### src/rtl/viterbi_pkg.sv
// Shared types and constants for the Viterbi frame scheduler and its burst-error injector.
package viterbi_pkg;

    localparam logic [1:0] ERR_MASK  = 2'b10;
    localparam int         ERR_CNT_W = 16;

    typedef enum logic [2:0] {
        ST_IDLE    = 3'd0,
        ST_SEND    = 3'd1,
        ST_FLUSH   = 3'd2,
        ST_WAIT    = 3'd3,
        ST_CAPTURE = 3'd4,
        ST_DONE    = 3'd5
    } sched_state_e;

endpackage

### src/rtl/viterbi_burst_inj.sv
// Periodic burst-error injector: every 2^BURST_PERIOD_LOG2 valid symbols, the next
// BURST_LEN valid symbols get ERR_MASK applied; corrupted symbols are counted (saturating).
module viterbi_burst_inj
    import viterbi_pkg::*;
#(
    parameter int BURST_PERIOD_LOG2 = 5,
    parameter int BURST_LEN         = 5
) (
    input  logic                 clk,
    input  logic                 rst,
    input  logic                 sym_valid_i,
    output logic [1:0]           mask_o,
    output logic [ERR_CNT_W-1:0] err_count_o
);

    localparam int LEN_W = $clog2(BURST_LEN + 1);

    logic [BURST_PERIOD_LOG2-1:0] sym_cnt_q, sym_cnt_d;
    logic                         active_q, active_d;
    logic [LEN_W-1:0]             rem_q, rem_d;
    logic [ERR_CNT_W-1:0]         err_cnt_q, err_cnt_d;

    // NOTE: every signal written here gets a default first so no latch can be inferred.
    always_comb begin
        sym_cnt_d = sym_cnt_q;
        active_d  = active_q;
        rem_d     = rem_q;
        err_cnt_d = err_cnt_q;
        mask_o    = 2'b00;
        if (sym_valid_i) begin
            sym_cnt_d = sym_cnt_q + 1'b1;
            if (active_q) begin
                mask_o = ERR_MASK;
                rem_d  = rem_q - 1'b1;
                if (rem_q == LEN_W'(1)) begin
                    active_d = 1'b0;
                end
                if (err_cnt_q != '1) begin
                    err_cnt_d = err_cnt_q + 1'b1;
                end
            end else if (sym_cnt_q == '1) begin
                // Trigger on the last symbol of a period; a trigger mid-burst is ignored.
                active_d = 1'b1;
                rem_d    = LEN_W'(BURST_LEN);
            end
        end
    end

    // NOTE: sequential state uses non-blocking assignments only.
    always_ff @(posedge clk or posedge rst) begin
        if (rst) begin
            sym_cnt_q <= '0;
            active_q  <= 1'b0;
            rem_q     <= '0;
            err_cnt_q <= '0;
        end else begin
            sym_cnt_q <= sym_cnt_d;
            active_q  <= active_d;
            rem_q     <= rem_d;
            err_cnt_q <= err_cnt_d;
        end
    end

    assign err_count_o = err_cnt_q;

endmodule

### src/rtl/viterbi_frame_sched.sv
// Frame scheduler for the encoder/channel/Viterbi loop. Define VITERBI_ERR_INJECT_EN to
// build in the periodic burst-error injector on the channel stage.
module viterbi_frame_sched
    import viterbi_pkg::*;
#(
    parameter int DATA_W            = 16,
    parameter int TAIL_LEN          = 2,
    parameter int DEC_LAT           = 24,
    parameter int BURST_PERIOD_LOG2 = 5,
    parameter int BURST_LEN         = 5
) (
    input  logic                 clk,
    input  logic                 rst,
    input  logic                 frame_valid_i,
    input  logic [DATA_W-1:0]    frame_data_i,
    output logic                 frame_ready_o,
    output logic                 enc_en_o,
    output logic                 enc_bit_o,
    input  logic [1:0]           enc_sym_i,
    input  logic                 enc_valid_i,
    output logic                 dec_en_o,
    output logic [1:0]           chan_sym_o,
    input  logic                 dec_bit_i,
    output logic                 out_valid_o,
    output logic [DATA_W-1:0]    out_data_o,
    output logic                 busy_o,
    output logic [ERR_CNT_W-1:0] err_count_o
);

    localparam int CYC_W = $clog2(DEC_LAT + DATA_W + 1);
    localparam logic [CYC_W-1:0] SEND_LAST  = CYC_W'(DATA_W - 1);
    localparam logic [CYC_W-1:0] FLUSH_LAST = CYC_W'(DATA_W + TAIL_LEN - 1);
    localparam logic [CYC_W-1:0] WAIT_LAST  = CYC_W'(DEC_LAT - 1);
    localparam logic [CYC_W-1:0] CAP_LAST   = CYC_W'(DEC_LAT + DATA_W - 1);
    localparam bit               HAS_WAIT   = (DEC_LAT > DATA_W + TAIL_LEN);

    if (DATA_W < 2) begin : g_bad_data_w
        $error("DATA_W must be at least 2");
    end
    if (TAIL_LEN < 1) begin : g_bad_tail
        $error("TAIL_LEN must be at least 1");
    end
    if (DEC_LAT < DATA_W + TAIL_LEN) begin : g_bad_dec_lat
        $error("DEC_LAT must be at least DATA_W+TAIL_LEN");
    end
    if (BURST_LEN < 1 || BURST_LEN > (1 << BURST_PERIOD_LOG2) - 1) begin : g_bad_burst
        $error("BURST_LEN must be in 1..2^BURST_PERIOD_LOG2-1");
    end

    sched_state_e        state_q, state_d;
    logic [CYC_W-1:0]    cyc_q, cyc_d;
    logic [DATA_W-1:0]   shift_q, shift_d;
    logic [DATA_W-1:0]   out_data_q, out_data_d;
    logic                dec_en_q;
    logic [1:0]          chan_sym_q;
    logic [1:0]          mask;

    // The payload shift register is reused to collect decoded bits during CAPTURE.
    always_comb begin
        state_d    = state_q;
        cyc_d      = cyc_q;
        shift_d    = shift_q;
        out_data_d = out_data_q;
        unique case (state_q)
            ST_IDLE: begin
                if (frame_valid_i) begin
                    state_d = ST_SEND;
                    cyc_d   = '0;
                    shift_d = frame_data_i;
                end
            end
            ST_SEND: begin
                cyc_d   = cyc_q + 1'b1;
                shift_d = {shift_q[DATA_W-2:0], 1'b0};
                if (cyc_q == SEND_LAST) begin
                    state_d = ST_FLUSH;
                end
            end
            ST_FLUSH: begin
                cyc_d = cyc_q + 1'b1;
                if (cyc_q == FLUSH_LAST) begin
                    state_d = HAS_WAIT ? ST_WAIT : ST_CAPTURE;
                end
            end
            ST_WAIT: begin
                cyc_d = cyc_q + 1'b1;
                if (cyc_q == WAIT_LAST) begin
                    state_d = ST_CAPTURE;
                end
            end
            ST_CAPTURE: begin
                cyc_d   = cyc_q + 1'b1;
                shift_d = {shift_q[DATA_W-2:0], dec_bit_i};
                if (cyc_q == CAP_LAST) begin
                    out_data_d = {shift_q[DATA_W-2:0], dec_bit_i};
                    state_d    = ST_DONE;
                end
            end
            ST_DONE: begin
                state_d = ST_IDLE;
            end
            default: begin
                state_d = ST_IDLE;
            end
        endcase
    end

    always_ff @(posedge clk or posedge rst) begin
        if (rst) begin
            state_q    <= ST_IDLE;
            cyc_q      <= '0;
            shift_q    <= '0;
            out_data_q <= '0;
        end else begin
            state_q    <= state_d;
            cyc_q      <= cyc_d;
            shift_q    <= shift_d;
            out_data_q <= out_data_d;
        end
    end

`ifdef VITERBI_ERR_INJECT_EN
    viterbi_burst_inj #(
        .BURST_PERIOD_LOG2 (BURST_PERIOD_LOG2),
        .BURST_LEN         (BURST_LEN)
    ) u_burst_inj (
        .clk         (clk),
        .rst         (rst),
        .sym_valid_i (enc_valid_i),
        .mask_o      (mask),
        .err_count_o (err_count_o)
    );
`else
    assign mask        = 2'b00;
    assign err_count_o = '0;
`endif

    // Channel stage runs every cycle regardless of the scheduler state.
    always_ff @(posedge clk or posedge rst) begin
        if (rst) begin
            dec_en_q   <= 1'b0;
            chan_sym_q <= 2'b00;
        end else begin
            dec_en_q   <= enc_valid_i;
            chan_sym_q <= enc_sym_i ^ mask;
        end
    end

    assign frame_ready_o = (state_q == ST_IDLE);
    assign busy_o        = (state_q != ST_IDLE);
    assign enc_en_o      = (state_q == ST_SEND) || (state_q == ST_FLUSH);
    assign enc_bit_o     = (state_q == ST_SEND) && shift_q[DATA_W-1];
    assign out_valid_o   = (state_q == ST_DONE);
    assign out_data_o    = out_data_q;
    assign dec_en_o      = dec_en_q;
    assign chan_sym_o    = chan_sym_q;

endmodule

### config.mk
export PLATFORM = sky130hd
export DESIGN_NAME = viterbi_frame_sched
export DESIGN_NICKNAME = d
export VERILOG_FILES = /design/src/rtl/viterbi_pkg.sv /design/src/rtl/viterbi_burst_inj.sv /design/src/rtl/viterbi_frame_sched.sv
export SDC_FILE = /design/constraint.sdc
export NUM_CORES = 1
export LEC_CHECK = 0
export CAP_MARGIN = 30
export CORE_UTILIZATION = 45
export CTS_CLUSTER_DIAMETER = 30
export CTS_CLUSTER_SIZE = 25
export DETAILED_ROUTE_END_ITERATION = 16
export PLACE_DENSITY = 0.81
export SETUP_SLACK_MARGIN = 0.05
export SYNTH_ARGS = -nofsm -noshare
export SYNTH_HDL_FRONTEND = slang
export SYNTH_SLANG_ARGS = --single-unit
### constraint.sdc
create_clock -name clk -period 6 [get_ports clk]
set_clock_uncertainty 0.2 [all_clocks]
set_input_delay 1.2 -clock clk [delete_from_list [all_inputs] [get_ports clk]]
set_output_delay 1.2 -clock clk [all_outputs]
set_load 0.02 [all_outputs]
; ---- Yosys cells after proc, flatten, opt, wreduce, memory -nomap -nowiden
; Cells that the tools add are included.
[totals]
output_inout_bits = 40
regBits = 44
latch_bits = 0
mem_bits_rw = 0
wordCells = 42
romBits = 0
n_memories = 0
[classes]
n_eq_ne = 14
div_mod_pow = 0
mul = 0
shifts = 0
n_bitwise = 0
add_sub_neg = 1
n_lt_le_gt_ge = 0
reduce_logical = 11
n_mux = 10
[op_table]
columns = operator, count
row1 = 16-bit case mux with 3 select lines, 1
row2 = 16-bit 2-to-1 mux, 1
row3 = 3-bit 2-to-1 mux, 5
row4 = 3-bit case mux with 5 select lines, 1
row5 = 6-bit by 5-bit equality test with 1-bit output (second input constant), 2
row6 = 6-bit case mux with 2 select lines, 1
row7 = 2-bit inequality test (second input constant), 5
row8 = 6-bit by 1-bit adder with 6-bit output (second input constant), 1
row9 = 3-bit by 2-bit equality test with 1-bit output (second input constant), 2
row10 = 3-bit equality test (second input constant), 2
row11 = 6-bit by 4-bit equality test with 1-bit output (second input constant), 1
row12 = 6-bit equality test (second input constant), 1
row13 = 6-bit 2-to-1 mux, 1
row14 = 2-bit AND reduction, 3
row15 = 3-bit nonzero test, 2
row16 = 5-bit AND reduction, 1
row17 = 4-bit OR reduction, 1
row18 = 3-bit by 1-bit equality test with 1-bit output (second input constant), 1
row19 = 3-bit logical NOT, 1
row20 = 2-bit nonzero test, 1
row21 = 1-bit logical AND, 1
row22 = 1-bit logical OR, 1

; ---- Logic depth before layout (Yosys ltp)
[logic_depth]
depth_word = 4
depth_mapped = 6

; ---- Least setup slack after synthesis
; No wires, ideal clock.
[synth_timing]
kind = register to output
from = register state_q[0]
to = output enc_bit_o
path_buffers = 2
path_slack_ps = 3194
arrival_time_ps = 1406
path_stages_with_launch = 4
cell_sequence = dfrtp_1 -> buf_2 -> buf_2 -> nor4bb_1
[synth_between]
elab_chain_len = 2
[synth_rtl]
columns = element, line
row1 = "start, declared", viterbi_frame_sched.sv:50  ; sched_state_e state_q, state_d;
row2 = "start signal, assigned", viterbi_frame_sched.sv:115  ; state_q <= state_d;
row3 = 3-bit by 1-bit equality test with 1-bit output, viterbi_frame_sched.sv:152  ; assign enc_bit_o = (state_q == ST_SEND) && shift_q[DATA_W-1];
row4 = 1-bit logical AND, viterbi_frame_sched.sv:152
row5 = "end, declared", viterbi_frame_sched.sv:18  ; output logic enc_bit_o,
; No other way between the ends.

; ---- Final worst setup path
[layout_timing]
from = register state_q[2]
to = output out_valid_o
[layout_between]
elab_chain_len = 1
[layout_rtl]
columns = element, line
row1 = 3-bit equality test, viterbi_frame_sched.sv:153  ; assign out_valid_o = (state_q == ST_DONE);
row2 = "end, declared", viterbi_frame_sched.sv:24  ; output logic out_valid_o,
; No other way between the ends.

==> results by group <==
Run status
  • Status: completed

Synth
  • Mean Syn Cell Area: 10.6 um2
  • Synth area leader: dfrtp_1
  • Register area share after synthesis: 0.477
  • Post-Syn Instances: 218
  • Post-synth EDFFs: 0
  • Post-synth cell types: 43
  • Seq cells post-synth: 44
  • Area contributors post-synth: dfrtp_1, mux2_2, mux2i_1
  • Post-synth ARST share: 1.00
  • Ys flop type: dfrtp_1
  • Synth top area share: 0.477
  • Yosys warnings: 0
  • Synthesized area: 2310 um2

GRT
  • Initial antenna violation count: 0
  • Global route total overflow: 0
  • GRT Overall Usage: 0.173
  • Largest net degree at the start of global routing: 45
  • Global-route wire length before repair: 7130 um
  • Vias in the first global route: 1610

Clocking
  • Buffers from clock root to sink, at most: 2
  • Clk slew on worst S/H paths: 0.09 ns
  • Clock Sinks: 44
  • CTS tree: yes
  • Htree depth: 2
  • Number of gates resized after CTS: 0
  • Skew-Pair Late Insertion Delay: between 0.2 and 0.3 ns
  • Post-CTS Setup Bufs: 0
  • Root Buffer: clkbuf_8
  • Hold Buf Count CTS: 0
  • Total CTS buffers: 5

Routing
  • Routed Antenna Nets: 0
  • Initial drt markers: just under 70
  • Number of vias per cell: 5.20
  • Iteration count of the initial detailed-routing pass: 4
  • Via count: 1676
  • DRC errors left: 0
  • Final wirelength: approximately 4400 um
  • DR WL/cell: 13.7 um

Worst setup path
  • Crit path required time: 4.60 ns
  • Critical Path Start: state_q[2]$_DFFE_PP0P_
  • WS Path Type: flip-flop to output pin
  • WP data arrival: 2.28 ns
  • R2R Path Start: state_q[1]$_DFFE_PP0P_
  • CP endpoint kind: output pin
  • Startpoint types: flip-flop
  • Crit Path Max Fanout: 23

STA
  • Max Fclk: ~0.27 GHz
  • RSZ-0062 raised after global routing: false
  • Setup ws final: 2.32 ns
  • Tcrit/Tclk final: 0.613
  • Max Transition Viols Final: 0
  • Final setup fails: 0
  • Slew HR: 0.406
  • Sum Neg Setup Slack: 0 ns
  • Endpoints failing hold: 0
  • Measured slew at the worst slew-check pin: around 0.89 ns
  • Final Critical Period: 3.68 ns

Power
  • PD cells: between 400 and 500 nW/um2
  • Leak pwr: 0.00124 uW
  • Peak VDD IR: about 0.19 mV

Place
  • RD Place Congestion: 0.794
  • # port buffers: 46
  • DP Wirelength: around 2900 um
  • Dpl ws: 2.67 ns

Floorplan
  • Die Width: 73.6 um
  • Core area: 4820 um2
  • Die ar.: 5420 um2
  • FP Rows: 25
  • Ports: 63
  • Die span in y: 73.6 um
  • Starting Density: 0.479

Run
  • Max Cap Viol: 0

Hold path
  • Hold_sp: shift_q[15]$_DFFE_PP0P_
  • HP Class: flip-flop to flip-flop

Cells and area
  • ANT cells: 0
  • Area Growth Syn to Fin: 22.4%
  • Final net count: around 280
  • Share of cells above drive strength 1: 0.137
-- where the power goes --
| group | internal, uW | switching, uW | total [uW] |
|---|---|---|---|
| clock network | 125 | 105 | 230 |
| logic | 204 | 233 | 437 |
| registers | 375 | 111 | 486 |
| total | 704 | 449 | 1150 |
-- layout by cell type, fill, tap and decap left out, drive strengths merged, types with 2 or more instances in the layout --
cell / count
ha: 2
mux2: 16
a311o: 2
inv: 5
clkbuf: 5
nand4: 2
xnor2: 3
nor3b: 3
and3: 2
nand3: 5
mux2i: 17
nor2: 13
o21ai: 22
nand2: 19
a211oi: 3
a21oi: 9
dfrtp: 44
clkdlybuf4s50: 46
conb: 16
-- final cells by class --
type                            instances  area [um2]
Tap cell                               67        83.8
Clock buffer                            5        68.8
Timing Repair Buffer                   47         475
Clock inverter                          3        46.3
Inverter                                4        15.0
Multi-Input combinational cell        152        1040
Fill cell                             428        1990
Sequential cell                        44        1100
-- synth_stat cells, drive strengths merged (3+ instances only) --
cell type   n
nor3b       3
clkbuf      6
a211oi      3
buf        27
mux2i      17
nor2       13
inv         4
mux2       16
o21ai      22
a21oi       9
nand2      19
xnor2       3
nand3       5
dfrtp      44
-- worst paths after layout --
check                                                 end  slack [ns]  cells after the start
worst max-delay path                          out_valid_o        2.32                      3
worst min-delay path              shift_q[15]$_DFFE_PP0P_        0.29                      2
worst max register to register  out_data_o[2]$_DFFE_PP0P_        3.32                      4
max in group asynchronous         shift_q[13]$_DFFE_PP0P_        3.83                      2
worst min register to register    shift_q[15]$_DFFE_PP0P_        0.29                      2
min in group asynchronous            cyc_q[5]$_DFFE_PP0P_        1.22                      2
-- registers in the layout, summed over array words and instances, names as in the netlist --
signal and cells:
out_data_o 16, shift_q 16, cyc_q 6, state_q 3, chan_sym_o 2, dec_en_o 1
-- worst max-delay path: stages (launching register included) --
cell and delay, ns:
dfrtp_1 0.87, inv_1 0.20, nor3b_1 0.26, clkdlybuf4s50_1 0.64
-- stage by stage --
step / instance area (um2) / std cells / hold slack [ns] / power (uW) / util
6_report: 2830 / 322 / 0.287 / 1150 / 0.587
3_5_place_dp: 2700 / 313 / 0.272 / 909 / 0.560
4_1_cts: 2810 / 321 / 0.292 / 1140 / 0.584
3_3_place_gp: 2700 / 313 / 0.267 / 889 / 0.560
5_1_grt: 2830 / 322 / 0.332 / 1230 / 0.587
2_1_floorplan: 2370 / 233 / 0.247 / 838 / -
-- layer usage --
layer	up-vias	wire length (um)	track usage
met2	46	2190	0.293
met3	4	188	0.0398
met4	0	58	0.0577
met1	820	1980	0.218
li1	806	-	-
met5	-	0	0
-- cell families (layout without fill, tap and decap cells) --
logic type / after synthesis / in the layout / synth area share
buffers and inverters: 37 / 59 / 0.102
AND/OR/NAND/NOR: 53 / 53 / 0.124
AO/OA/AOI/OAI: 45 / 45 / 0.121
other: 1 / 16 / 0.00162
XOR/XNOR: 3 / 3 / 0.0114
multiplexers: 33 / 33 / 0.152
adder cells (fa/ha/maj): 2 / 2 / 0.0108
flip-flops: 44 / 44 / 0.477
Note: power is estimated with default switching activity, not from simulation.
